File: config.mk
export PLATFORM = sky130hd
export DESIGN_NAME = lsu_mem_initiator
export DESIGN_NICKNAME = d
export VERILOG_FILES = /design/src/rtl/lsu_mem_initiator.sv
export SDC_FILE = /design/constraint.sdc
export NUM_CORES = 1
export LEC_CHECK = 0
export CAP_MARGIN = 10
export CORE_UTILIZATION = 38
export CTS_CLUSTER_SIZE = 24
export DETAILED_ROUTE_END_ITERATION = 12
export HOLD_SLACK_MARGIN = 0.15
export PLACE_DENSITY_LB_ADDON = 0.12
export SETUP_SLACK_MARGIN = 0.4
export SYNTH_ARGS = -nofsm -noshare
export SYNTH_HDL_FRONTEND = slang
export SYNTH_SLANG_ARGS = --single-unit
File: constraint.sdc
create_clock -name clk -period 1.4 [get_ports clk]
set_input_delay 0.28 -clock clk [delete_from_list [all_inputs] [get_ports clk]]
set_output_delay 0.28 -clock clk [all_outputs]
set_load 0.01 [all_outputs]
File: src/rtl/lsu_mem_initiator.sv
// ============================================================================
// Module   : lsu_mem_initiator
// Purpose  : Load/store initiator between the execute stage and a byte-
//            addressed big-endian data memory. One request at a time over a
//            valid/ready handshake, response returned over valid/ready.
// Options  : LSU_MISALIGN_SPLIT_EN - when defined, misaligned word accesses
//            are split into four byte accesses; otherwise they are rejected
//            with RespError=1 and never touch memory.
// Revision : 1.0 - initial release
// ============================================================================
`default_nettype none

module lsu_mem_initiator #(
  parameter int ADDRESS_WIDTH = 32,
  parameter int DATA_WIDTH    = 32,
  parameter int BYTE_WIDTH    = 8
) (
  input  logic                     clk,
  input  logic                     rst_n,
  input  logic                     ReqValid,
  output logic                     ReqReady,
  input  logic                     ReqWrite,
  input  logic                     ReqByte,
  input  logic                     ReqSigned,
  input  logic [ADDRESS_WIDTH-1:0] ReqAddress,
  input  logic [DATA_WIDTH-1:0]    ReqWriteData,
  output logic                     RespValid,
  input  logic                     RespReady,
  output logic [DATA_WIDTH-1:0]    RespData,
  output logic                     RespError,
  output logic                     MemWE,
  output logic                     MemByteOp,
  output logic [ADDRESS_WIDTH-1:0] MemAddress,
  output logic [DATA_WIDTH-1:0]    MemWriteData,
  input  logic [DATA_WIDTH-1:0]    MemReadData
);

  localparam logic [1:0] S_IDLE     = 2'd0;
  localparam logic [1:0] S_ACCESS   = 2'd1;
`ifdef LSU_MISALIGN_SPLIT_EN
  localparam logic [1:0] S_BYTE_SEQ = 2'd2;
`endif
  localparam logic [1:0] S_RESP     = 2'd3;

  logic [1:0]               r_state;
  logic [1:0]               w_next_state;
  logic                     r_ready_en;
  logic                     r_write;
  logic                     r_byte;
  logic                     r_signed;
  logic [ADDRESS_WIDTH-1:0] r_addr;
  logic [DATA_WIDTH-1:0]    r_wdata;
  logic [DATA_WIDTH-1:0]    r_result;
  logic                     r_error;

  logic                     w_accept;
  logic                     w_misaligned;
  logic [DATA_WIDTH-1:0]    w_load_value;

  // A word access is misaligned when either low address bit is set
  assign w_misaligned = !ReqByte && (ReqAddress[1:0] != 2'b00);
  assign w_accept     = ReqValid && ReqReady;

  // Byte loads are sign- or zero-extended from lane [7:0]; word loads pass through
  assign w_load_value = r_byte ?
      {{(DATA_WIDTH-BYTE_WIDTH){r_signed & MemReadData[BYTE_WIDTH-1]}},
       MemReadData[BYTE_WIDTH-1:0]} :
      MemReadData;

`ifdef LSU_MISALIGN_SPLIT_EN
  logic [1:0]               r_k;
  logic [31:0]              w_lane_shift;
  logic [DATA_WIDTH-1:0]    w_wdata_shifted;
  logic [BYTE_WIDTH-1:0]    w_lane_out;
  logic [DATA_WIDTH-1:0]    w_lane_in;

  // Byte k of a split access maps to bits [31-8k -: 8] (big-endian)
  assign w_lane_shift    = BYTE_WIDTH * {30'd0, r_k};
  assign w_wdata_shifted = r_wdata << w_lane_shift;
  assign w_lane_out      = w_wdata_shifted[DATA_WIDTH-1 -: BYTE_WIDTH];
  assign w_lane_in       = {MemReadData[BYTE_WIDTH-1:0],
                            {(DATA_WIDTH-BYTE_WIDTH){1'b0}}} >> w_lane_shift;
`endif

  // State register
  always_ff @(posedge clk or negedge rst_n) begin
    if (!rst_n) r_state <= S_IDLE;
    else        r_state <= w_next_state;
  end

  // Next-state logic
  always_comb begin
    w_next_state = r_state;
    case (r_state)
      S_IDLE: begin
        if (w_accept) begin
`ifdef LSU_MISALIGN_SPLIT_EN
          w_next_state = w_misaligned ? S_BYTE_SEQ : S_ACCESS;
`else
          w_next_state = w_misaligned ? S_RESP : S_ACCESS;
`endif
        end
      end
      S_ACCESS: w_next_state = S_RESP;
`ifdef LSU_MISALIGN_SPLIT_EN
      S_BYTE_SEQ: if (r_k == 2'd3) w_next_state = S_RESP;
`endif
      S_RESP: if (RespReady) w_next_state = S_IDLE;
      default: w_next_state = S_IDLE;
    endcase
  end

  // Hold ReqReady low during reset and for the first edge after release
  always_ff @(posedge clk or negedge rst_n) begin
    if (!rst_n) r_ready_en <= 1'b0;
    else        r_ready_en <= 1'b1;
  end

  // Request capture, read-data latching and error flag
  always_ff @(posedge clk or negedge rst_n) begin
    if (!rst_n) begin
      r_write  <= 1'b0;
      r_byte   <= 1'b0;
      r_signed <= 1'b0;
      r_addr   <= '0;
      r_wdata  <= '0;
      r_result <= '0;
      r_error  <= 1'b0;
`ifdef LSU_MISALIGN_SPLIT_EN
      r_k      <= 2'd0;
`endif
    end else begin
      if (w_accept) begin
        r_write  <= ReqWrite;
        r_byte   <= ReqByte;
        r_signed <= ReqSigned;
        r_addr   <= ReqAddress;
        r_wdata  <= ReqWriteData;
        r_result <= '0;
`ifdef LSU_MISALIGN_SPLIT_EN
        r_error  <= 1'b0;
        r_k      <= 2'd0;
`else
        r_error  <= w_misaligned;
`endif
      end
      if (r_state == S_ACCESS && !r_write) begin
        r_result <= w_load_value;
      end
`ifdef LSU_MISALIGN_SPLIT_EN
      if (r_state == S_BYTE_SEQ) begin
        r_k <= r_k + 2'd1;
        if (!r_write) r_result <= r_result | w_lane_in;
      end
`endif
    end
  end

  // Output decode; memory signals are forced to zero outside access states
  always_comb begin
    ReqReady     = 1'b0;
    RespValid    = 1'b0;
    RespData     = '0;
    RespError    = 1'b0;
    MemWE        = 1'b0;
    MemByteOp    = 1'b0;
    MemAddress   = '0;
    MemWriteData = '0;
    case (r_state)
      S_IDLE: ReqReady = r_ready_en;
      S_ACCESS: begin
        MemWE        = r_write;
        MemByteOp    = r_byte;
        MemAddress   = r_addr;
        MemWriteData = r_wdata;
      end
`ifdef LSU_MISALIGN_SPLIT_EN
      S_BYTE_SEQ: begin
        MemWE        = r_write;
        MemByteOp    = 1'b1;
        MemAddress   = r_addr + {{(ADDRESS_WIDTH-2){1'b0}}, r_k};
        MemWriteData = {{(DATA_WIDTH-BYTE_WIDTH){1'b0}}, w_lane_out};
      end
`endif
      S_RESP: begin
        RespValid = 1'b1;
        RespData  = r_result;
        RespError = r_error;
      end
      default: ;
    endcase
  end

endmodule

`default_nettype wire

==> metrics.txt, run 1 <==
Root Driver=clkbuf_16; final WL=roughly 15 mm; Post-route DRC=0; Core Footprint=~0.012 mm^2; Critical Path AT=roughly 1700 ps; Mapped Area=between 0.004 and 0.005 mm^2; async set or reset register ratio after synthesis=1.00; routability cong.=0.761; largest net degree at the start of global routing=47; layout cells sized above 1=0.552; Initial Util=0.392; Avg Vias per Cell=about 4.9; Num CTS Buffers=9; fill cell count=between 800 and 900; Yosys warnings=0; Mapped Nets=~480; Die Y=roughly 110 um; RSZ-0062 raised after global routing=yes; IO Count=roughly 200; WP data required=about 1100 ps; #FFs+latches synth=103; clock transition at the registers of the reported paths=approximately 70 ps; leakage dissipation=approximately 4.1 nW; initial antenna violation count=0; Fin. Hold Viols=0; Post-synth EDFFs=0; Finished Layout Cells=about 800; Min-Delay Path Class=input port to asynchronous set/reset pin; Syn Inst Count=372; clock sinks=slightly above 100; internal reg-to-reg setup slack=-520 ps; Nets=733; die area=about 0.013 mm^2; CTS tree=yes; Final setup viols=just over 200; total number of vias=3,893; DR WL/cell=about 19 um; syn avg cell area=12.7 um^2; Final Core Density=0.729; failing checks=setup timing; status=finished, violations left; worst setup slack after layout=-526 ps; post-route ant nets=0; worst setup path class=register to output port; largest fanout on the critical path=6; area grow syn2layout=86.1%; skew final=approximately 11 ps; first-pass GRT wire length=~23 mm; CP startpoint kind=register; maximum vdd ir drop=about 0.93 mV; Die X=114 um; fin crit share=1.38; Tot GR Track Use=0.231; ant diodes=0; # Max-Cap Violations=0; placed cell count=around 740; post-detail-place hpwl=slightly below 9 mm; Congestion Overflow GR=0; DRT iter0 DRCs=roughly 110; Cell variety after synth=29; sequential area share after synthesis=0.545; Cell Rows=40; Slew Limit Fails=0; Fmax=0.519 GHz; port buffer count=roughly 200; Pre-antenna DRT Iters=7; PwrDens=~2100 mW/mm^2; ys flop type=dfrtp_1; Bufs on Longest Clock Path=2; worst skew pair latency=340 ps; Tmin final=1930 ps; vias in the first global route=between 4,000 and 5,000; crit path capture type=output port; H-tree depth=3
-- layout make-up --
| cell class | count | area [um^2] | share of cell area |
|---|---|---|---|
| Sequential cell | 103 | 2580 | 0.293 |
| Tap cell | 168 | 210 | 0.0239 |
| Clock inverter | 3 | 42.5 | 0.00484 |
| Timing Repair Buffer | 278 | 3050 | 0.347 |
| Multi-Input combinational cell | 237 | 2650 | 0.302 |
| Inverter | 1 | 3.75 | 0.000427 |
| Clock buffer | 12 | 256 | 0.0292 |
-- through the flow --
step	area [um^2]	setup TNS, ps	power, mW	hold slack [ps]	setup WS, ps
after global placement	7300	-66980	12.3	124	-388
after floorplan	4940	-6250	9.35	-15.6	-78.2
after global routing	8800	-107110	19.4	316	-610
final	8800	-93150	18.5	305	-526
after detailed placement	7300	-72450	12.5	122	-444
after CTS	8350	-87490	17.7	314	-528
-- kinds of logic (layout without fill, tap and decap cells) --
| group | Yosys count | after routing | synth area share |
|---|---|---|---|
| buffers and inverters | 32 | 294 | 0.0471 |
| DFF | 103 | 103 | 0.545 |
| muxes | 67 | 67 | 0.160 |
| AOI/OAI and AO/OA | 36 | 36 | 0.0802 |
| and+or+nand+nor | 133 | 133 | 0.167 |
| other | 1 | 1 | 0.000793 |
-- Yosys cell counts (2+ instances only) --
library cell  count  share of area
nor2_1           25          0.020
buf_2             2         0.0021
a22o_1            8          0.015
clkbuf_1         12         0.0095
clkbuf_8          3         0.0087
and3_1           33          0.044
dfrtp_1         103           0.55
clkbuf_2          5         0.0053
and2_1           67          0.089
buf_4             2         0.0032
buf_6             6          0.014
o2bb2ai_1        14          0.026
o2bb2ai_2        10          0.032
mux2_2           67           0.16
-- worst max-delay path, stage by stage, from the launching register on --
cell and delay, ps:
dfrtp_1 400, buf_4 150, nor2b_4 110, buf_6 110, buf_4 100, buf_8 110
buf_12 100, and2_1 110, buf_2 120
-- cells in the final DEF, fill, tap and decap left out, types with 2 or more instances in the layout --
cell type        Yosys  routed
and2_1              67      40
o2bb2ai_2           10      15
o2bb2ai_4            0       9
a22o_1               8       8
buf_4                2      22
buf_6                6      73
buf_12               0      17
mux2_4               0      66
nor3b_4              1       3
buf_16               0      10
clkbuf_16            0      15
clkbuf_8             3       2
nor2_1              25      25
and2_4               0      27
and3_4               0      33
buf_8                1       4
dfrtp_1            103     103
buf_2                2      44
clkdlybuf4s50_1      0     101
-- final timing paths --
kind,startpoint,endpoint,cells after the start
setup / recovery,r_state[1],MemWriteData[6],8
hold / removal,rst_n,r_wdata[24],2
setup reg to reg,r_state[1],r_addr[31],7
hold reg to reg,r_result[21],r_result[21],1
max in group asynchronous,rst_n,r_wdata[7],3
min in group clk,r_result[21],r_result[21],1
-- state kept, by name, indices dropped and copies added, names as in the netlist --
signal,count
r_addr,32
r_wdata,32
r_byte,1
r_ready_en,1
r_signed,1
r_result,32
r_error,1
r_state,2
r_write,1
-- layer usage --
| layer | vias up | GRT usage | part of all wire |
|---|---|---|---|
| li1 | 1795 | - | - |
| met1 | 1940 | 0.291 | 0.43 |
| met2 | 136 | 0.395 | 0.48 |
| met3 | 22 | 0.0521 | 0.062 |
| met4 | 0 | 0.0737 | 0.021 |
| met5 | - | 0 | 0 |
-- power by group --
part           switching (mW)  total (mW)  internal [mW]
clock                    1.08        2.55           1.47
combinational            4.00        10.7           6.68
sequential              0.868        5.27           4.40
total                    5.94        18.5           12.6
-- timing repair --
| action | CTS | global route |
|---|---|---|
| buffers inserted | 20 | 6 |
| cloned | 13 | 3 |
| gates resized for setup | 555 | 70 |
| setup endpoints to repair | 203 | 203 |
| endpoints found under the hold margin | 103 | 0 |
| hold buffers | 1 | 0 |
| pin swaps | 25 | 7 |
Note: power is estimated with default switching activity, not from simulation.
==> inputs of run 2 (changes only) <==
Settings changed: CORE_MARGIN set to 10.
==> metrics.txt, run 2 (synthesis results as in run 1) <==
Pre-antenna DRT Iters=5 (was 7); skew final=4.57 ps (was 11.4 ps); GR peak layer=met2 (unchanged); crit path capture type=register (was output port); Reg2Reg Depth=9 (was 7); ant diodes=0 (unchanged); Multi-input gate area=0.00231 mm^2 (was 0.00265 mm^2); Initial Util=0.390 (was 0.392); Logic pwr share=0.541 (was 0.577); Bufs on Longest Clock Path=2 (unchanged); Finished Cell Area=0.00840 mm^2 (was 0.00880 mm^2); final WL=16.5 mm (was 15.0 mm); die area=0.0173 mm^2 (was 0.0129 mm^2); DR WL/cell=21.1 um (was 18.7 um); internal reg-to-reg setup slack=-560 ps (was -520 ps); Post-route DRC=0 (unchanged); Num CTS Buffers=9 (unchanged); clock transition at the registers of the reported paths=70 ps (about the same); first-pass GRT wire length=23.0 mm (was 22.9 mm); largest net degree at the start of global routing=70 (was 47); worst skew pair latency=350 ps (was 340 ps); Final setup viols=203 (unchanged); worst setup path class=register to register (was register to output port); placed cell area=0.00720 mm^2 (was 0.00730 mm^2); Slew Limit Fails=0 (unchanged); fill cell count=882 (was 810); Tmin final=1960 ps (was 1930 ps); routability cong.=0.779 (was 0.761); Die X=132 um (was 114 um); vias in the first global route=4,044 (was 4,246); Critical Path AT=2200 ps (was 1650 ps); layout cells sized above 1=0.509 (was 0.552); Core Footprint=0.0121 mm^2 (about the same); post-route ant nets=0 (unchanged); Min-Delay Path Class=input port to asynchronous set/reset pin (unchanged); leakage dissipation=4.20 nW (was 4.07 nW); most frequent cells in the layout=101 x clkdlybuf4s50_1, 101 x dfrtp_1, 87 x buf_6 (was 103 x dfrtp_1, 101 x clkdlybuf4s50_1, 73 x buf_6); clock sinks=103 (unchanged); area grow syn2layout=77.6% (was 86.1%); failing checks=setup timing (unchanged); RR Endpoint=r_result[2] (was r_addr[31]); met3 Use GR=0.0728 (was 0.0521); Tot GR Track Use=0.164 (was 0.231); RSZ-0062 raised after global routing=yes (unchanged); biggest regs=r_addr: 32 flops, r_result: 32 flops, r_wdata: 32 flops (unchanged); sw frac=0.314 (was 0.321); Root Driver=clkbuf_16 (unchanged); Fmax=0.510 GHz (was 0.519 GHz); worst setup slack after layout=-559 ps (was -526 ps); reg-to-reg startpoint=r_state[1] (unchanged); CP startpoint kind=register (unchanged); Sequential Area=0.00258 mm^2 (about the same); fin crit share=1.40 (was 1.38); total number of vias=3,852 (was 3,893); largest fanout on the critical path=5 (was 6); post-detail-place hpwl=10.3 mm (was 8.83 mm); Congestion Overflow GR=0 (unchanged); Clk pwr share=0.165 (was 0.138); Die Y=132 um (was 114 um); DRT iter0 DRCs=202 (was 107); WP data required=1640 ps (was 1120 ps); Pint=12.3 mW (was 12.6 mW); setup TNS=-94,890 ps (was -93,150 ps); H-tree depth=3 (unchanged); met1 usage in global routing=0.192 (was 0.291); IO Count=204 (unchanged); PwrDens=2140 mW/mm^2 (was 2100 mW/mm^2); CTS tree=yes (unchanged); Seq pwr share=0.294 (was 0.285); port buffer count=203 (unchanged); Avg Vias per Cell=4.91 (was 4.85); Nets=715 (was 733); Cell Rows=40 (unchanged); maximum vdd ir drop=1.12 mV (was 0.928 mV); status=finished, violations left (unchanged); sw power=5.64 mW (was 5.94 mW); grt met2 use=0.266 (was 0.395); initial antenna violation count=0 (unchanged); Fin. Hold Viols=0 (unchanged); # Max-Cap Violations=0 (unchanged)
run 2: changes by cell type in the layout (fill, tap and decap cells not counted), moves of 30 or more:
cell and change:
and2_1 -37, and2_4 +37, and3_1 +30, and3_4 -30
buf_2 -34
run 2: routing by layer:
layer / wire, um / share of wire
met1: 7150 / 0.43
met5: 0 / 0
met2: 8140 / 0.49
met3: 957 / 0.058
met4: 279 / 0.017
run 2: worst max-delay path, stage by stage, from the launching register on:
cell and delay, ps:
dfrtp_2 450, buf_6 130, buf_6 100, buf_6 110
nor4bb_4 310, buf_6 210, buf_6 120, nor2_4 60
clkbuf_16 180, a22o_1 180
run 2: final cells by class:
class,instances,area share
multi-input cells,237,0.275
clock buffers,11,0.0301
repair buffers,260,0.350
flip-flops and latches,103,0.307
well taps,168,0.0250
clock inverters,5,0.0124
inverters,1,0.000447
run 2: how the worst max path moves through the flow:
stage / from / to / slack, ps / depth (start not counted)
floorplan: r_state[1] / r_addr[17] / -80 / 4
global placement: ReqValid / r_wdata[25] / -410 / 5
detailed placement: ReqValid / r_wdata[30] / -430 / 5
CTS: r_state[1] / MemAddress[20] / -760 / 4
global route: r_state[1] / r_result[3] / -620 / 9
finish: r_state[1] / r_result[2] / -560 / 9
run 2: timing repair:
action,in CTS,in global routing
gates cloned,0,14
endpoints found under the hold margin,103,0
hold buffers,1,0
setup buffers,2,17
pin swaps,2,60
setup endpoints to repair,203,203
gates resized for setup,198,310
run 2: metrics by stage:
| step | std cells | hold slack (ps) | power (mW) | utilization | setup WS [ps] |
|---|---|---|---|---|---|
| final | 785 | 485 | 18.0 | 0.693 | -559 |
| after global routing | 785 | 508 | 18.9 | 0.693 | -622 |
| after CTS | 754 | 490 | 15.4 | 0.623 | -758 |
| after detailed placement | 735 | 333 | 12.5 | 0.594 | -428 |
| after global placement | 735 | 333 | 12.3 | 0.594 | -406 |
| after floorplan | 372 | -15.6 | 9.35 | - | -78.2 |
run 2: power groups by stage:
stage                     clock network (mW)  registers, mW  logic (mW)
after detailed placement                   0           5.16        7.30
after CTS                               3.02           5.12        7.30
after global placement                     0           5.10        7.17
after global routing                    3.15           5.44        10.3
after floorplan                            0           4.92        4.43
final                                   2.97           5.28        9.72
==> inputs of run 3 (changes only) <==
--- a/constraint.sdc
+++ b/constraint.sdc
@@ -3,2 +3,2 @@
 set_output_delay 0.28 -clock clk [all_outputs]
-set_load 0.01 [all_outputs]
+set_load 0.1 [all_outputs]
==> metrics.txt, run 3 (synthesis results as in run 1) <==
Finished Cell Area=0.00970 mm^2 (was 0.00840 mm^2); failing checks=setup timing (unchanged); ant diodes=0 (unchanged); # Max-Cap Violations=0 (unchanged); PwrDens=2700 mW/mm^2 (was 2140 mW/mm^2); clock sinks=103 (unchanged); DR WL/cell=21.2 um (was 21.1 um); Initial Util=0.390 (unchanged); leakage dissipation=4.24 nW (was 4.20 nW); clock transition at the registers of the reported paths=60 ps (was 70 ps); Critical Path Most Common Cell=buf_6 (unchanged); Critical Path Max Stage Delay=410 ps (was 450 ps); maximum vdd ir drop=1.72 mV (was 1.12 mV); Num CTS Buffers=9 (unchanged); met1 usage in global routing=0.228 (was 0.192); Congestion Overflow GR=0 (unchanged); WP data required=1630 ps (was 1640 ps); final WL=16.6 mm (was 16.5 mm); Nets=711 (was 715); Die Y=132 um (unchanged); placed cell area=0.00871 mm^2 (was 0.00720 mm^2); Fin. Hold Viols=0 (unchanged); worst setup slack after layout=-455 ps (was -559 ps); crit path capture type=register (unchanged); H-tree depth=3 (unchanged); slowest stage cell, crit path=dfrtp_2 (unchanged); CP startpoint kind=register (unchanged); die area=0.0173 mm^2 (unchanged); initial antenna violation count=0 (unchanged); IO Count=204 (unchanged); Fmax=0.539 GHz (was 0.510 GHz); RSZ-0062 raised after global routing=yes (unchanged); Core Footprint=0.0121 mm^2 (unchanged); Tmin final=1860 ps (was 1960 ps); port buffer count=203 (unchanged); most frequent cells in the layout=116 x buf_12, 101 x clkdlybuf4s50_1, 101 x dfrtp_1 (was 101 x clkdlybuf4s50_1, 101 x dfrtp_1, 87 x buf_6); commonest non-fill, non-tap cell in the layout=buf_12; worst skew pair latency=350 ps (about the same); biggest regs=r_addr: 32 flops, r_result: 32 flops, r_wdata: 32 flops (unchanged); CP cell instances=buf_6, buf_6, nor4bb_4, buf_6, buf_12, buf_16, mux2_4 (was buf_6, buf_6, buf_6, nor4bb_4, buf_6, buf_6, nor2_4, clkbuf_16, a22o_1); fill cell count=712 (was 882); Critical Path AT=2080 ps (was 2200 ps); Power, Total=26.2 mW (was 18.0 mW); skew final=5.03 ps (was 4.57 ps); Avg Vias per Cell=4.95 (was 4.91); Bufs on Longest Clock Path=2 (unchanged); Slew Limit Fails=0 (unchanged); GR peak layer=met2 (unchanged); vias in the first global route=4,247 (was 4,044); Reg2Reg Depth=7 (was 9); Post-route DRC=0 (unchanged); fin crit share=1.33 (was 1.40); Root Driver=clkbuf_16 (unchanged); area grow syn2layout=105% (was 77.6%); status=finished, violations left (unchanged); CTS tree=yes (unchanged); worst setup path class=register to register (unchanged); largest fanout on the critical path=7 (was 5); Pre-antenna DRT Iters=4 (was 5); post-detail-place hpwl=11.5 mm (was 10.3 mm); first-pass GRT wire length=25.8 mm (was 23.0 mm); Min-Delay Path Class=input port to asynchronous set/reset pin (unchanged); Die X=132 um (unchanged); grt met2 use=0.299 (was 0.266); Final setup viols=203 (unchanged); met3 Use GR=0.0667 (was 0.0728); layout cells sized above 1=0.600 (was 0.509); DRT iter0 DRCs=187 (was 202); post-route ant nets=0 (unchanged); setup slack after placement=-443 ps (was -428 ps); routability cong.=0.778 (was 0.779); Cell Rows=40 (unchanged); Tot GR Track Use=0.188 (was 0.164); largest net degree at the start of global routing=53 (was 70); total number of vias=3,864 (was 3,852)
-- run 3: cell types whose count changed in the layout (fill, tap and decap cells not counted), sizes merged --
| cell | before | now |
|---|---|---|
| buf | 126 | 147 |
| nor2 | 26 | 27 |
| clkbuf | 26 | 20 |
| dlymetal6s2s | 17 | 0 |
| clkinv | 2 | 1 |
| bufinv | 3 | 0 |
-- run 3: layout make-up --
class                           count  area [um^2]  share of cell area
Timing Repair Buffer              255         3950               0.407
Sequential cell                   103         2580               0.266
Clock buffer                       14          254              0.0262
Tap cell                          168          210              0.0217
Multi-Input combinational cell    238         2710               0.279
Clock inverter                      1         5.00            0.000516
Inverter                            1         3.75            0.000387
-- run 3: what timing repair did --
item	in CTS	in global routing
endpoints found under the hold margin	103	0
pin swaps	5	7
setup endpoints to repair	203	203
setup buffers	13	2
gates cloned	10	4
hold buffers	1	0
gates resized for setup	39	9
-- run 3: through the flow --
stage          setup TNS [ps]  instances  utilization  hold WS [ps]
2_1_floorplan          -23400        372            -         -15.6
3_3_place_gp           -44470        735        0.720           303
3_5_place_dp           -46830        735        0.720           306
4_1_cts                -79200        774        0.785           482
5_1_grt                -89290        780        0.801           497
6_report               -78470        780        0.801           469
-- run 3: per-layer routing --
metal	vias to the layer above	share of wire
li1	1757	-
met1	1952	0.42
met2	136	0.49
met3	19	0.070
met4	0	0.019
met5	-	0
-- run 3: final timing paths --
path                       slack, ps          from            to
max                             -460    r_state[0]     r_addr[6]
max reg2reg                     -460    r_state[0]     r_addr[6]
min reg2reg                      490  r_result[29]  r_result[29]
max in group asynchronous        660         rst_n    r_state[0]
min                              470         rst_n    r_addr[21]
min in group clk                 490  r_result[29]  r_result[29]
-- run 3: report_power, final --
part | internal [mW] | switching (mW) | total [mW]
combinational | 8.45 | 10.1 | 18.5
clock | 1.25 | 1.06 | 2.30
sequential | 4.41 | 0.997 | 5.41
total | 14.1 | 12.1 | 26.2
-- run 3: worst max-delay path: cells and delay by family, from the launching register on --
family	cells	cell delay [ps]
buffers and inverters	5	710
flip-flops	1	410
multiplexers	1	290
AND/OR/NAND/NOR	1	320
